File: config.mk
export PLATFORM = sky130hd
export DESIGN_NAME = av2_recon_adder
export DESIGN_NICKNAME = d
export VERILOG_FILES = /design/src/rtl/av2_recon_adder.sv
export SDC_FILE = /design/constraint.sdc
export NUM_CORES = 1
export LEC_CHECK = 0
export BUFFER_PORTS_ARGS = -buffer_cell sky130_fd_sc_hd__buf_2
export CAP_MARGIN = 5
export CORE_MARGIN = 4
export CORE_UTILIZATION = 40
export CTS_CLUSTER_DIAMETER = 60
export CTS_CLUSTER_SIZE = 16
export DETAILED_ROUTE_END_ITERATION = 16
export SYNTH_ARGS = -nofsm -noshare
export SYNTH_HDL_FRONTEND = slang
export SYNTH_SLANG_ARGS = --single-unit
export TNS_END_PERCENT = 50
File: constraint.sdc
create_clock -name clk -period 3.9 [get_ports clk]
set_input_delay 0.195 -clock clk [delete_from_list [all_inputs] [get_ports clk]]
set_output_delay 0.195 -clock clk [all_outputs]
set_load 0.02 [all_outputs]
File: src/rtl/av2_recon_adder.sv
// rtl/av2_recon_adder.sv - AV2 reconstruction adder: prediction + residual, clipped, two-stage pipeline
module av2_recon_adder #(
    parameter int PIX_PER_BEAT = 4,
    parameter int RES_W        = 16
) (
    input  logic                       clk,
    input  logic                       rst_n,
    input  logic                       start,
    input  logic [15:0]                frame_width,
    input  logic [15:0]                frame_height,
    input  logic [3:0]                 bit_depth,
    input  logic                       in_valid,
    output logic                       in_ready,
    input  logic [PIX_PER_BEAT*10-1:0] pred_data,
    input  logic [PIX_PER_BEAT*RES_W-1:0] res_data,
    output logic                       out_valid,
    input  logic                       out_ready,
    output logic [PIX_PER_BEAT*10-1:0] out_data,
    output logic [15:0]                out_x,
    output logic [15:0]                out_y,
    output logic                       out_last,
    output logic                       busy,
    output logic                       done,
    output logic                       cfg_err
);

    localparam int SUM_W = RES_W + 2;

    typedef enum logic [1:0] {IDLE, RUN, DRAIN} state_t;

    state_t state, state_nxt;

    logic [15:0] width_q, height_q, in_x, in_y;
    logic [9:0]  max_q;

    logic                                s1_valid;
    logic [PIX_PER_BEAT-1:0][SUM_W-1:0]  s1_sum;
    logic [15:0]                         s1_x, s1_y;
    logic                                s1_last;

    logic [PIX_PER_BEAT-1:0][SUM_W-1:0]  in_sum;
    logic [PIX_PER_BEAT*10-1:0]          clip_data;

    logic cfg_ok, start_ok, advance, accept, in_last, out_fire_last;

    assign cfg_ok   = (frame_width != 16'd0) && (frame_height != 16'd0) &&
                      ((frame_width % 16'(PIX_PER_BEAT)) == 16'd0);
    assign start_ok = (state == IDLE) && start && cfg_ok;

    // Stage 2 frees up when empty or draining; stage 1 moves in lockstep with it.
    assign advance  = !out_valid || out_ready;
    assign in_ready = (state == RUN) && (!s1_valid || advance);
    assign accept   = in_valid && in_ready;
    assign in_last  = (({1'b0, in_x} + 17'(PIX_PER_BEAT)) == {1'b0, width_q}) &&
                      (in_y == height_q - 16'd1);
    assign out_fire_last = out_valid && out_ready && out_last;
    assign busy     = (state != IDLE);

    always_comb begin
        in_sum    = '0;
        clip_data = '0;
        for (int k = 0; k < PIX_PER_BEAT; k++) begin
            in_sum[k] = {{(SUM_W-10){1'b0}}, pred_data[10*k +: 10]} +
                        {{2{res_data[RES_W*k+RES_W-1]}}, res_data[RES_W*k +: RES_W]};
            if (s1_sum[k][SUM_W-1])
                clip_data[10*k +: 10] = 10'd0;
            else if (s1_sum[k] > {{(SUM_W-10){1'b0}}, max_q})
                clip_data[10*k +: 10] = max_q;
            else
                clip_data[10*k +: 10] = s1_sum[k][9:0];
        end
    end

    always_comb begin
        state_nxt = state;
        case (state)
            IDLE:    if (start_ok) state_nxt = RUN;
            RUN:     if (accept && in_last) state_nxt = DRAIN;
            DRAIN:   if (out_fire_last) state_nxt = IDLE;
            default: state_nxt = IDLE;
        endcase
    end

    always_ff @(posedge clk or negedge rst_n) begin
        if (!rst_n) begin
            state     <= IDLE;
            width_q   <= '0;
            height_q  <= '0;
            max_q     <= '0;
            in_x      <= '0;
            in_y      <= '0;
            s1_valid  <= 1'b0;
            s1_sum    <= '0;
            s1_x      <= '0;
            s1_y      <= '0;
            s1_last   <= 1'b0;
            out_valid <= 1'b0;
            out_data  <= '0;
            out_x     <= '0;
            out_y     <= '0;
            out_last  <= 1'b0;
            done      <= 1'b0;
            cfg_err   <= 1'b0;
        end else begin
            state   <= state_nxt;
            done    <= (state == DRAIN) && out_fire_last;
            cfg_err <= (state == IDLE) && start && !cfg_ok;

            if (start_ok) begin
                width_q  <= frame_width;
                height_q <= frame_height;
                max_q    <= (bit_depth == 4'd8) ? 10'd255 : 10'd1023;
                in_x     <= '0;
                in_y     <= '0;
            end

            if (accept) begin
                s1_valid <= 1'b1;
                s1_sum   <= in_sum;
                s1_x     <= in_x;
                s1_y     <= in_y;
                s1_last  <= in_last;
                if (({1'b0, in_x} + 17'(PIX_PER_BEAT)) == {1'b0, width_q}) begin
                    in_x <= '0;
                    in_y <= in_y + 16'd1;
                end else begin
                    in_x <= in_x + 16'(PIX_PER_BEAT);
                end
            end else if (advance) begin
                s1_valid <= 1'b0;
            end

            if (advance) begin
                out_valid <= s1_valid;
                if (s1_valid) begin
                    out_data <= clip_data;
                    out_x    <= s1_x;
                    out_y    <= s1_y;
                    out_last <= s1_last;
                end
            end
        end
    end

endmodule
==> metrics.txt <==
vias 11500; Area contributors post-synth dfrtp_1 (44%), ha_1 (7.5%), nand2_1 (6.1%); Worst Tran Pin Value 1110 ps; most frequent CP cell o211ai_1; Reg2Reg Depth 8; Die H 194 um; HP Class input pin to flop; initial antenna violation count 1; vias in the first global route 11300; Synth top area share 0.436; Max H-tree Level 1; hold slack 21.9 ps; count leader, synth dfrtp_1; Synth Cell Area 0.0138 mm^2; clock latency on the worst-skew pair 530 ps; Max Fanout on Critical Path 28; Row Count 67; CP cell instances ha_1 -> and4_1 -> a41oi_1 -> nor3_1 -> o211ai_1 -> a2111o_1 -> o311ai_0 -> o211ai_1; CP Data Arrival Time 3710 ps; slowest cell on the critical path a2111o_1; clock sink count 240; Final Hold Viols 0; share of layout cells above drive strength 1 0.225; DRT iter0 DRCs 602; buffers added on ports 220; Slew Viols, Final 0; maximum vdd ir drop 0.000396 V; Max Cap Viol 0; Final ANT Viol Nets 0; Initial Utilization 0.408; FMAX 0.300 GHz; die width 194 um; GRT Total Usage 0.188; fin area 0.0167 mm^2; Layout Cells excl Fill 2129; period utilization 0.854; CP Capture Type flop; register area share after synthesis 0.436; RSZ-0062 raised after global routing no; DPL Wire Length 26700 um; GP Congestion 0.907; # IOs 223; P&R area growth vs syn 21.4%; share of synthesized registers carrying an async set or reset 1.00; Commonest cells post-synth dfrtp_1 (240), nand2_1 (223), o21ai_0 (113); Post-synth EDFFs 0; CTS Hold Bufs 50; CTS tree yes; Synth Register Bits 240; crit start category flop; crit-path max cell delay 800 ps; DR vias/cell 5.38; status completed; main flop type after synthesis dfrtp_1; Clock Path Buffers 3; Crit Path Class flop to flop; Post CTS Setup Buffer Count 0; # setup viols final 0; placed cells 2029; Static Leak 7.99 nW; CTS Buf Count 26; DRC violations left 0; largest net degree at the start of global routing 129; Core ar. 0.0338 mm^2; post_cts resized 0; post-synthesis cell count 1415; Max-Slew Margin vs Limit 0.257; CP required 4280 ps; PwrDens 467 mW/mm^2; hold path depth 4; count of cell types in the netlist 77; Mapped Avg Cell Area 9.73 um^2; overall power 7.81 mW; Clock Skew 10.6 ps; Final min period 3330 ps; CTS root buf clkbuf_16; Die Footprint 0.0375 mm^2; Syn. warnings 0; leading area contributor after synthesis dfrtp_1; DR pass1 iterations 5; Nets 1891; Setup TNS Final 0 ps; Clock transition at path regs 70 ps; GRT overflow 0; Routed WL 36100 um; Placed Area 0.0153 mm^2; first-pass GRT wire length 59400 um; WL/cell 16.9 um
==> path summary, 6_finish.rpt <==
check                           slack (ps)    startpoint    endpoint
worst min-delay path                    20  res_data[32]  s1_sum[36]
max in group asynchronous             2480         rst_n  s1_sum[41]
worst max register to register         570       in_x[2]     in_y[7]
min in group asynchronous              340         rst_n   s1_sum[3]
worst max-delay path                   570       in_x[2]     in_y[7]
worst min register to register         470      s1_y[13]    s1_y[13]
==> layer usage <==
layer,track usage,part of all wire,routed length (um)
met5,0,0,0
met4,0.0425,0.023,821
met3,0.0280,0.044,1580
met2,0.307,0.46,16800
met1,0.265,0.47,16900
==> sequential cells by signal, summed over array words and instances, names as in the netlist, 2 cells and up <==
register  flops
height_q     16
in_x         14
in_y         16
max_q         2
out_data     40
out_x        14
out_y        16
s1_sum       68
s1_x         14
s1_y         16
state         2
width_q      16
==> metrics by stage <==
step,util,setup slack [ps]
2_1_floorplan,-,978
3_3_place_gp,0.452,682
3_5_place_dp,0.452,573
4_1_cts,0.495,579
5_1_grt,0.495,384
6_report,0.495,568
==> critical path, delay by kind of cell, from the launching register on <==
family | cells | cell delay [ps]
DFF | 1 | 470
adders and majority gates | 1 | 320
and+or+nand+nor | 2 | 680
AOI/OAI and AO/OA | 5 | 1700
==> cell usage in the layout (no fill, tap or decap), drive strengths merged, types with 34 or more instances in the layout <==
cell / netlist / layout
xor2: 39 / 39
xnor2: 34 / 34
nand2: 223 / 223
dfrtp: 240 / 240
ha: 83 / 83
nand3: 46 / 46
dlygate4sd3: 0 / 50
inv: 39 / 45
buf: 27 / 237
o21ai: 115 / 115
nor2: 58 / 58
mux2: 63 / 63
==> report_power, final <==
| group | internal, mW | total [mW] | switching [mW] |
|---|---|---|---|
| Sequential | 2.88 | 3.24 | 0.363 |
| Clock | 1.52 | 2.62 | 1.10 |
| Combinational | 0.802 | 1.94 | 1.14 |
==> kinds of logic (layout without fill, tap and decap cells) <==
| logic type | count (synthesis) | count (layout) | share of synthesized area |
|---|---|---|---|
| adders and majority gates | 87 | 87 | 0.0812 |
| buffers and inverters | 111 | 374 | 0.0355 |
| DFF | 240 | 240 | 0.436 |
| xor gates and xnor gates | 73 | 73 | 0.0464 |
| other | 1 | 4 | 0.000272 |
| and+or+nand+nor | 497 | 497 | 0.175 |
| AOI/OAI and AO/OA | 329 | 329 | 0.163 |
| muxes | 77 | 77 | 0.0617 |
==> cell type report <==
class,instances,area [um^2]
diodes,2,5.00
clock buffers,32,734
clock inverters,16,204
fillers,3133,17100
inverters,39,146
multi-input cells,1065,7310
flip-flops and latches,240,6010
well taps,448,561
repair buffers,287,1750
(Power assumes the default switching activity.)
